File: config.mk
export PLATFORM = sky130hd
export DESIGN_NAME = lsu_mem_ctrl
export DESIGN_NICKNAME = d
export VERILOG_FILES = /design/src/rtl/lsu_mem_pkg.sv /design/src/rtl/lsu_align.sv /design/src/rtl/lsu_mem_ctrl.sv
export SDC_FILE = /design/constraint.sdc
export NUM_CORES = 1
export LEC_CHECK = 0
export BUFFER_PORTS_ARGS = -buffer_cell sky130_fd_sc_hd__buf_2
export CORE_MARGIN = 4
export CORE_UTILIZATION = 47
export DETAILED_ROUTE_END_ITERATION = 8
export GPL_ROUTABILITY_DRIVEN = 0
export MAX_ROUTING_LAYER = met4
export PLACE_DENSITY = 0.72
export SYNTH_ARGS = -nofsm -noshare
export SYNTH_HDL_FRONTEND = slang
export SYNTH_HIERARCHICAL = 1
export SYNTH_SLANG_ARGS = --single-unit
File: constraint.sdc
create_clock -name clk -period 5 [get_ports clk]
set_input_delay 0.25 -clock clk [delete_from_list [all_inputs] [get_ports clk]]
set_output_delay 0.25 -clock clk [all_outputs]
set_load 0.005 [all_outputs]
File: src/rtl/lsu_mem_pkg.sv
// Shared definitions for the load/store controller.
//   size_e    : request size encoding (byte/half/word/reserved)
//   state_e   : controller FSM state encoding
//   access_err: flags reserved size or a misaligned byte offset
//   sat_inc16 : saturating increment for the optional statistics counters
package lsu_mem_pkg;

  typedef enum logic [1:0] {
    SZ_BYTE = 2'b00,
    SZ_HALF = 2'b01,
    SZ_WORD = 2'b10,
    SZ_RSVD = 2'b11
  } size_e;

  typedef enum logic [2:0] {
    ST_IDLE = 3'd0,
    ST_RD   = 3'd1,
    ST_CAP  = 3'd2,
    ST_WR   = 3'd3,
    ST_RESP = 3'd4
  } state_e;

  // 1 when the access cannot be performed: reserved size, a half on an
  // odd byte, or a word not on a word boundary.
  function automatic logic access_err(input logic [1:0] size, input logic [1:0] off);
    logic err;
    case (size)
      SZ_BYTE: err = 1'b0;
      SZ_HALF: err = off[0];
      SZ_WORD: err = |off;
      default: err = 1'b1;
    endcase
    return err;
  endfunction

  function automatic logic [15:0] sat_inc16(input logic [15:0] v);
    return (&v) ? v : v + 16'd1;
  endfunction

endpackage

File: src/rtl/lsu_align.sv
// Combinational lane logic for the load/store controller (little-endian).
//   size       : request size (byte/half/word)
//   sign_ext   : sign-extend loads when 1
//   lane       : byte offset within the word (addr[1:0])
//   rdata      : word read from RAM
//   wdata      : right-justified store data
//   load_data  : extracted and extended load result
//   merge_data : rdata with the selected lane replaced by wdata
module lsu_align
  import lsu_mem_pkg::*;
#(
  parameter int DATA_W = 32
) (
  input  logic [1:0]        size,
  input  logic              sign_ext,
  input  logic [1:0]        lane,
  input  logic [DATA_W-1:0] rdata,
  input  logic [DATA_W-1:0] wdata,
  output logic [DATA_W-1:0] load_data,
  output logic [DATA_W-1:0] merge_data
);

  logic [7:0]  byte_v;
  logic [15:0] half_v;

  always_comb begin
    load_data  = '0;
    merge_data = rdata;
    byte_v     = rdata[{lane, 3'b000} +: 8];
    half_v     = rdata[{lane[1], 4'b0000} +: 16];
    case (size)
      SZ_BYTE: begin
        load_data = {{(DATA_W-8){sign_ext & byte_v[7]}}, byte_v};
        merge_data[{lane, 3'b000} +: 8] = wdata[7:0];
      end
      SZ_HALF: begin
        load_data = {{(DATA_W-16){sign_ext & half_v[15]}}, half_v};
        merge_data[{lane[1], 4'b0000} +: 16] = wdata[15:0];
      end
      default: begin
        load_data  = rdata;
        merge_data = wdata;
      end
    endcase
  end

endmodule

File: src/rtl/lsu_mem_ctrl.sv
// Load/store controller in front of a 2^WADDR_W x DATA_W word RAM without
// byte enables. Sub-word stores are read-modify-write.
// Ports:
//   clk, rst          : clock (rising edge), async active-high reset
//   req_*             : CPU request (valid/ready handshake, accepted in IDLE)
//   rsp_valid/data/err: one-cycle response; data/err hold until next accept
//   ram_*             : RAM word address, write data, enables, registered rdata
// Optional: define LSU_MEM_CTRL_STATS_EN to add saturating 16-bit counters
//   stat_loads, stat_stores, stat_errs (bumped in the RESP cycle).
module lsu_mem_ctrl
  import lsu_mem_pkg::*;
#(
  parameter int DATA_W  = 32,
  parameter int WADDR_W = 16,
  parameter int ADDR_W  = WADDR_W + 2
) (
  input  logic               clk,
  input  logic               rst,
  input  logic               req_valid,
  output logic               req_ready,
  input  logic               req_we,
  input  logic [1:0]         req_size,
  input  logic               req_signed,
  input  logic [ADDR_W-1:0]  req_addr,
  input  logic [DATA_W-1:0]  req_wdata,
  output logic               rsp_valid,
  output logic [DATA_W-1:0]  rsp_data,
  output logic               rsp_err,
  output logic [WADDR_W-1:0] ram_addr,
  output logic [DATA_W-1:0]  ram_wdata,
  output logic               ram_we,
  output logic               ram_re,
  input  logic [DATA_W-1:0]  ram_rdata
`ifdef LSU_MEM_CTRL_STATS_EN
  ,
  output logic [15:0]        stat_loads,
  output logic [15:0]        stat_stores,
  output logic [15:0]        stat_errs
`endif
);

  state_e             state_q, state_d;
  logic               we_q, we_d;
  size_e              size_q, size_d;
  logic               sgn_q, sgn_d;
  logic [1:0]         off_q, off_d;
  logic [WADDR_W-1:0] waddr_q, waddr_d;
  logic [DATA_W-1:0]  wdata_q, wdata_d;
  logic [DATA_W-1:0]  ram_wdata_q, ram_wdata_d;
  logic [DATA_W-1:0]  rsp_data_q, rsp_data_d;
  logic               rsp_err_q, rsp_err_d;

  logic [DATA_W-1:0]  load_data, merge_data;
  logic               acc_err;

  lsu_align #(.DATA_W(DATA_W)) u_align (
    .size       (size_q),
    .sign_ext   (sgn_q),
    .lane       (off_q),
    .rdata      (ram_rdata),
    .wdata      (wdata_q),
    .load_data  (load_data),
    .merge_data (merge_data)
  );

  // RAM enables and the response strobe are pure state decodes, so an
  // async reset drops them in the same instant the state clears.
  assign req_ready = (state_q == ST_IDLE) & ~rst;
  assign ram_re    = (state_q == ST_RD);
  assign ram_we    = (state_q == ST_WR);
  assign rsp_valid = (state_q == ST_RESP);
  assign ram_addr  = waddr_q;
  assign ram_wdata = ram_wdata_q;
  assign rsp_data  = rsp_data_q;
  assign rsp_err   = rsp_err_q;

  assign acc_err = access_err(req_size, req_addr[1:0]);

  always_comb begin
    state_d     = state_q;
    we_d        = we_q;
    size_d      = size_q;
    sgn_d       = sgn_q;
    off_d       = off_q;
    waddr_d     = waddr_q;
    wdata_d     = wdata_q;
    ram_wdata_d = ram_wdata_q;
    rsp_data_d  = rsp_data_q;
    rsp_err_d   = rsp_err_q;
    case (state_q)
      ST_IDLE: begin
        if (req_valid && req_ready) begin
          we_d       = req_we;
          size_d     = size_e'(req_size);
          sgn_d      = req_signed;
          off_d      = req_addr[1:0];
          waddr_d    = req_addr[ADDR_W-1:2];
          wdata_d    = req_wdata;
          rsp_data_d = '0;
          rsp_err_d  = 1'b0;
          if (acc_err) begin
            rsp_err_d = 1'b1;
            state_d   = ST_RESP;
          end else if (req_we && (req_size == SZ_WORD)) begin
            // Full-word store needs no read: data goes straight to the RAM.
            ram_wdata_d = req_wdata;
            state_d     = ST_WR;
          end else begin
            state_d = ST_RD;
          end
        end
      end
      ST_RD:   state_d = ST_CAP;
      ST_CAP: begin
        if (we_q) begin
          ram_wdata_d = merge_data;
          state_d     = ST_WR;
        end else begin
          rsp_data_d = load_data;
          state_d    = ST_RESP;
        end
      end
      ST_WR:   state_d = ST_RESP;
      ST_RESP: state_d = ST_IDLE;
      default: state_d = ST_IDLE;
    endcase
  end

  always_ff @(posedge clk or posedge rst) begin
    if (rst) begin
      state_q     <= ST_IDLE;
      we_q        <= 1'b0;
      size_q      <= SZ_BYTE;
      sgn_q       <= 1'b0;
      off_q       <= '0;
      waddr_q     <= '0;
      wdata_q     <= '0;
      ram_wdata_q <= '0;
      rsp_data_q  <= '0;
      rsp_err_q   <= 1'b0;
    end else begin
      state_q     <= state_d;
      we_q        <= we_d;
      size_q      <= size_d;
      sgn_q       <= sgn_d;
      off_q       <= off_d;
      waddr_q     <= waddr_d;
      wdata_q     <= wdata_d;
      ram_wdata_q <= ram_wdata_d;
      rsp_data_q  <= rsp_data_d;
      rsp_err_q   <= rsp_err_d;
    end
  end

`ifdef LSU_MEM_CTRL_STATS_EN
  logic [15:0] stat_loads_q, stat_loads_d;
  logic [15:0] stat_stores_q, stat_stores_d;
  logic [15:0] stat_errs_q, stat_errs_d;

  // Errors are classed as errors regardless of direction.
  always_comb begin
    stat_loads_d  = stat_loads_q;
    stat_stores_d = stat_stores_q;
    stat_errs_d   = stat_errs_q;
    if (state_q == ST_RESP) begin
      if (rsp_err_q)  stat_errs_d   = sat_inc16(stat_errs_q);
      else if (we_q)  stat_stores_d = sat_inc16(stat_stores_q);
      else            stat_loads_d  = sat_inc16(stat_loads_q);
    end
  end

  always_ff @(posedge clk or posedge rst) begin
    if (rst) begin
      stat_loads_q  <= '0;
      stat_stores_q <= '0;
      stat_errs_q   <= '0;
    end else begin
      stat_loads_q  <= stat_loads_d;
      stat_stores_q <= stat_stores_d;
      stat_errs_q   <= stat_errs_d;
    end
  end

  assign stat_loads  = stat_loads_q;
  assign stat_stores = stat_stores_q;
  assign stat_errs   = stat_errs_q;
`endif

endmodule

==> flow_summary.toml <==
[global_routing]
grtUsageMet3_pct = 5.39
use_met1_pct = 37.1
grt_use_total_pct = 26.3
grtUsageMet2_pct = 38.2
grt_max_degree = 77
grt_pass1_vias = 5886
grt_pass1_wl_um = 32500
antenna_found_initial = 0
grt-busiest-layer = "met2"
grt_overflow = 0

[clock_tree]
clk_pin_slew_ps = 60
cts_buffer_depth = 2
cts_made_buffers = 17
clock_sinks = 122
cts.htree.levels = 4
cts_setup_buffers = 0
cts_tree = "yes"
cts_root_buffer = "clkbuf_16"
ctsHoldBuffers = 0
cts_resized = 0
clk_latency_ps = 420

[place]
hpwl_um = 14600
dp.cells = 1061
portBuffers = 173

[yosys]
synth-seq-cells = 122
synth_top_flop_cell = "dfrtp_1"
synth_area_sq_um = 6720
async_reset_ff_share_pct = 100
ys_seq_area_share_pct = 45.5
synth_fp_nets = 852
netlist_instances = 758
synth_top_area_share_pct = 45.5
synth_edf_count = 0
ys_top_cells_by_area = "dfrtp_1, nand2_1, a22o_1"
synth.distinct_cells = 45
ys_warn_count = 6
avgSynthCellArea_sq_um = 8.86
post-synth-top-area-cell = "dfrtp_1"

[power]
p_leak_nw = 4.00
power.density_nw_per_um2 = 538
vdd_drop_max_v = 0.000262

[sta]
fmax_mhz = 335
setup_tns_ps = 0
finalSetupViolations = 0
fin_crit_sh_pct = 59.8
slew_headroom_pct = 21.3
period_needed_ps = 2990
rsz0062_at_grt = "false"
finalMaxSlewViolations = 0
fin_skew_ps = 10.8
worstMarginPinSlew_ps = 1180
hold_violations = 0

[setup_path]
end_kind = "register"
crit_arrival_ps = 3310
rr_endpoint = "ram_wdata[24]"
cp-start-kind = "register"
timing.rr.start = "off_q[1]"
cp.required_ps = 5330
reg2reg_slack_ps = 2010
path_class = "reg -> reg"
worstPathMaxFanout = 39
rr_worst_depth = 9

[finish]
drive_gt1_share_pct = 25.5
mostFrequentLayoutCells = "nand2_1, buf_2, dfrtp_1"
layout_commonest_cell = "nand2_1"
finalNonFillerCells = 1089
antennaDiodeCount = 0
nNetsFinal = 994
area_growth_pct = 21.0
fill_cells = 1262

[detailed_routing]
drc_errors = 0
viasPerCell = 5.80
wl_um = 20800
final_antenna_net_count = 0
drt_iter0_drc = 677
num_vias = 6315
dr.pass1.iters = 7
wl_per_cell_um = 19.1

[die]
start_util_pct = 48.2
die-area_sq_um = 16300
dieWidth_um = 128
boundaryPins = 174
rows = 43
core-area_sq_um = 13900
fp.dieH_um = 128

[min_path]
hp-start = "req_addr[5]"
hold_path_class = "in -> reg"
hold_path_depth = 3
min_to = "ram_addr[3]"

[job]
drv_cap = 0

[run_status]
status = "finished clean"
power breakdown:
part	internal [mW]	switching [mW]	total, mW
combinational	0.712	0.979	1.69
clock	0.656	0.417	1.07
sequential	1.31	0.298	1.61
total	2.68	1.69	4.37
state kept, by name (all words and copies together) (netlist names):
| signal | cells |
|---|---|
| state_q | 3 |
| rsp_err | 1 |
| ram_wdata | 32 |
| sgn_q | 1 |
| ram_addr | 16 |
| wdata_q | 32 |
| off_q | 2 |
| we_q | 1 |
| size_q | 2 |
| rsp_data | 32 |
through the flow:
step	utilization, %	power (mW)	cell area, sq um	hold slack, ps	worst slack [ps]
floorplan	-	2.69	6720	355	1190
global placement	54.7	3.26	7630	440	2120
detailed placement	54.7	3.29	7630	446	2050
CTS	58.3	4.37	8130	4.26	2050
global route	58.3	4.66	8130	16.8	1710
finish	58.3	4.37	8130	17.6	2010
worst max-delay path, cell delays in order, from the launching register on:
cell and delay [ps]:
dfrtp_1 320, buf_4 380, inv_1 330, ha_1 290
or2_1 280, nor4_2 790, nand2_1 120, o21ai_0 110
mux2i_1 90, o21ai_0 170
final cells by class:
cell class,instances,area (sq um),area share [%]
well taps,180,225,2.77
flip-flops and latches,122,3050,37.6
inverters,14,55.1,0.677
clock inverters,4,20.0,0.246
multi-input cells,562,3350,41.2
repair buffers,183,941,11.6
clock buffers,24,482,5.93
per-layer routing:
metal	share of wire, %	vias up
met2	45	285
met1	44	3044
met5	0	-
li1	-	2956
met4	2.0	0
met3	8.5	30
synthesized netlist by cell type, types with 2 or more instances:
library cell,instances
a22oi_1,6
ha_1,5
o21ai_0,67
nor2_1,8
o221ai_1,6
o21ai_1,23
nor4_2,2
nor3_2,2
nand2b_1,11
a221oi_1,7
buf_4,5
a22o_1,51
nor2b_1,13
or2_1,4
mux2_2,8
a222oi_1,8
nand2_1,227
inv_1,13
nor3b_1,4
mux2i_1,42
nand3_1,2
buf_2,19
a21oi_1,34
nor3_1,5
buf_6,3
dfrtp_1,122
or3_1,2
a221o_1,10
clkbuf_1,33
logic make-up after synthesis:
group,Yosys count,share of synthesized area [%]
AND/OR/NAND/NOR,287,18.6
buffers and inverters,74,5.10
multiplexers,51,7.81
flip-flops,122,45.5
adder cells (fa/ha/maj),5,0.931
AO/OA/AOI/OAI,219,22.1
worst max path at each step:
stage | slack [ps] | start | endpoint
after floorplan | 1190 | rst | off_q[0]
after global placement | 2120 | off_q[1] | ram_wdata[26]
after detailed placement | 2050 | off_q[1] | ram_wdata[31]
after CTS | 2050 | state_q[0] | ram_wdata[1]
after global routing | 1710 | off_q[1] | ram_wdata[31]
final | 2010 | off_q[1] | ram_wdata[24]
No activity file was read; power rests on OpenSTA's default activity.
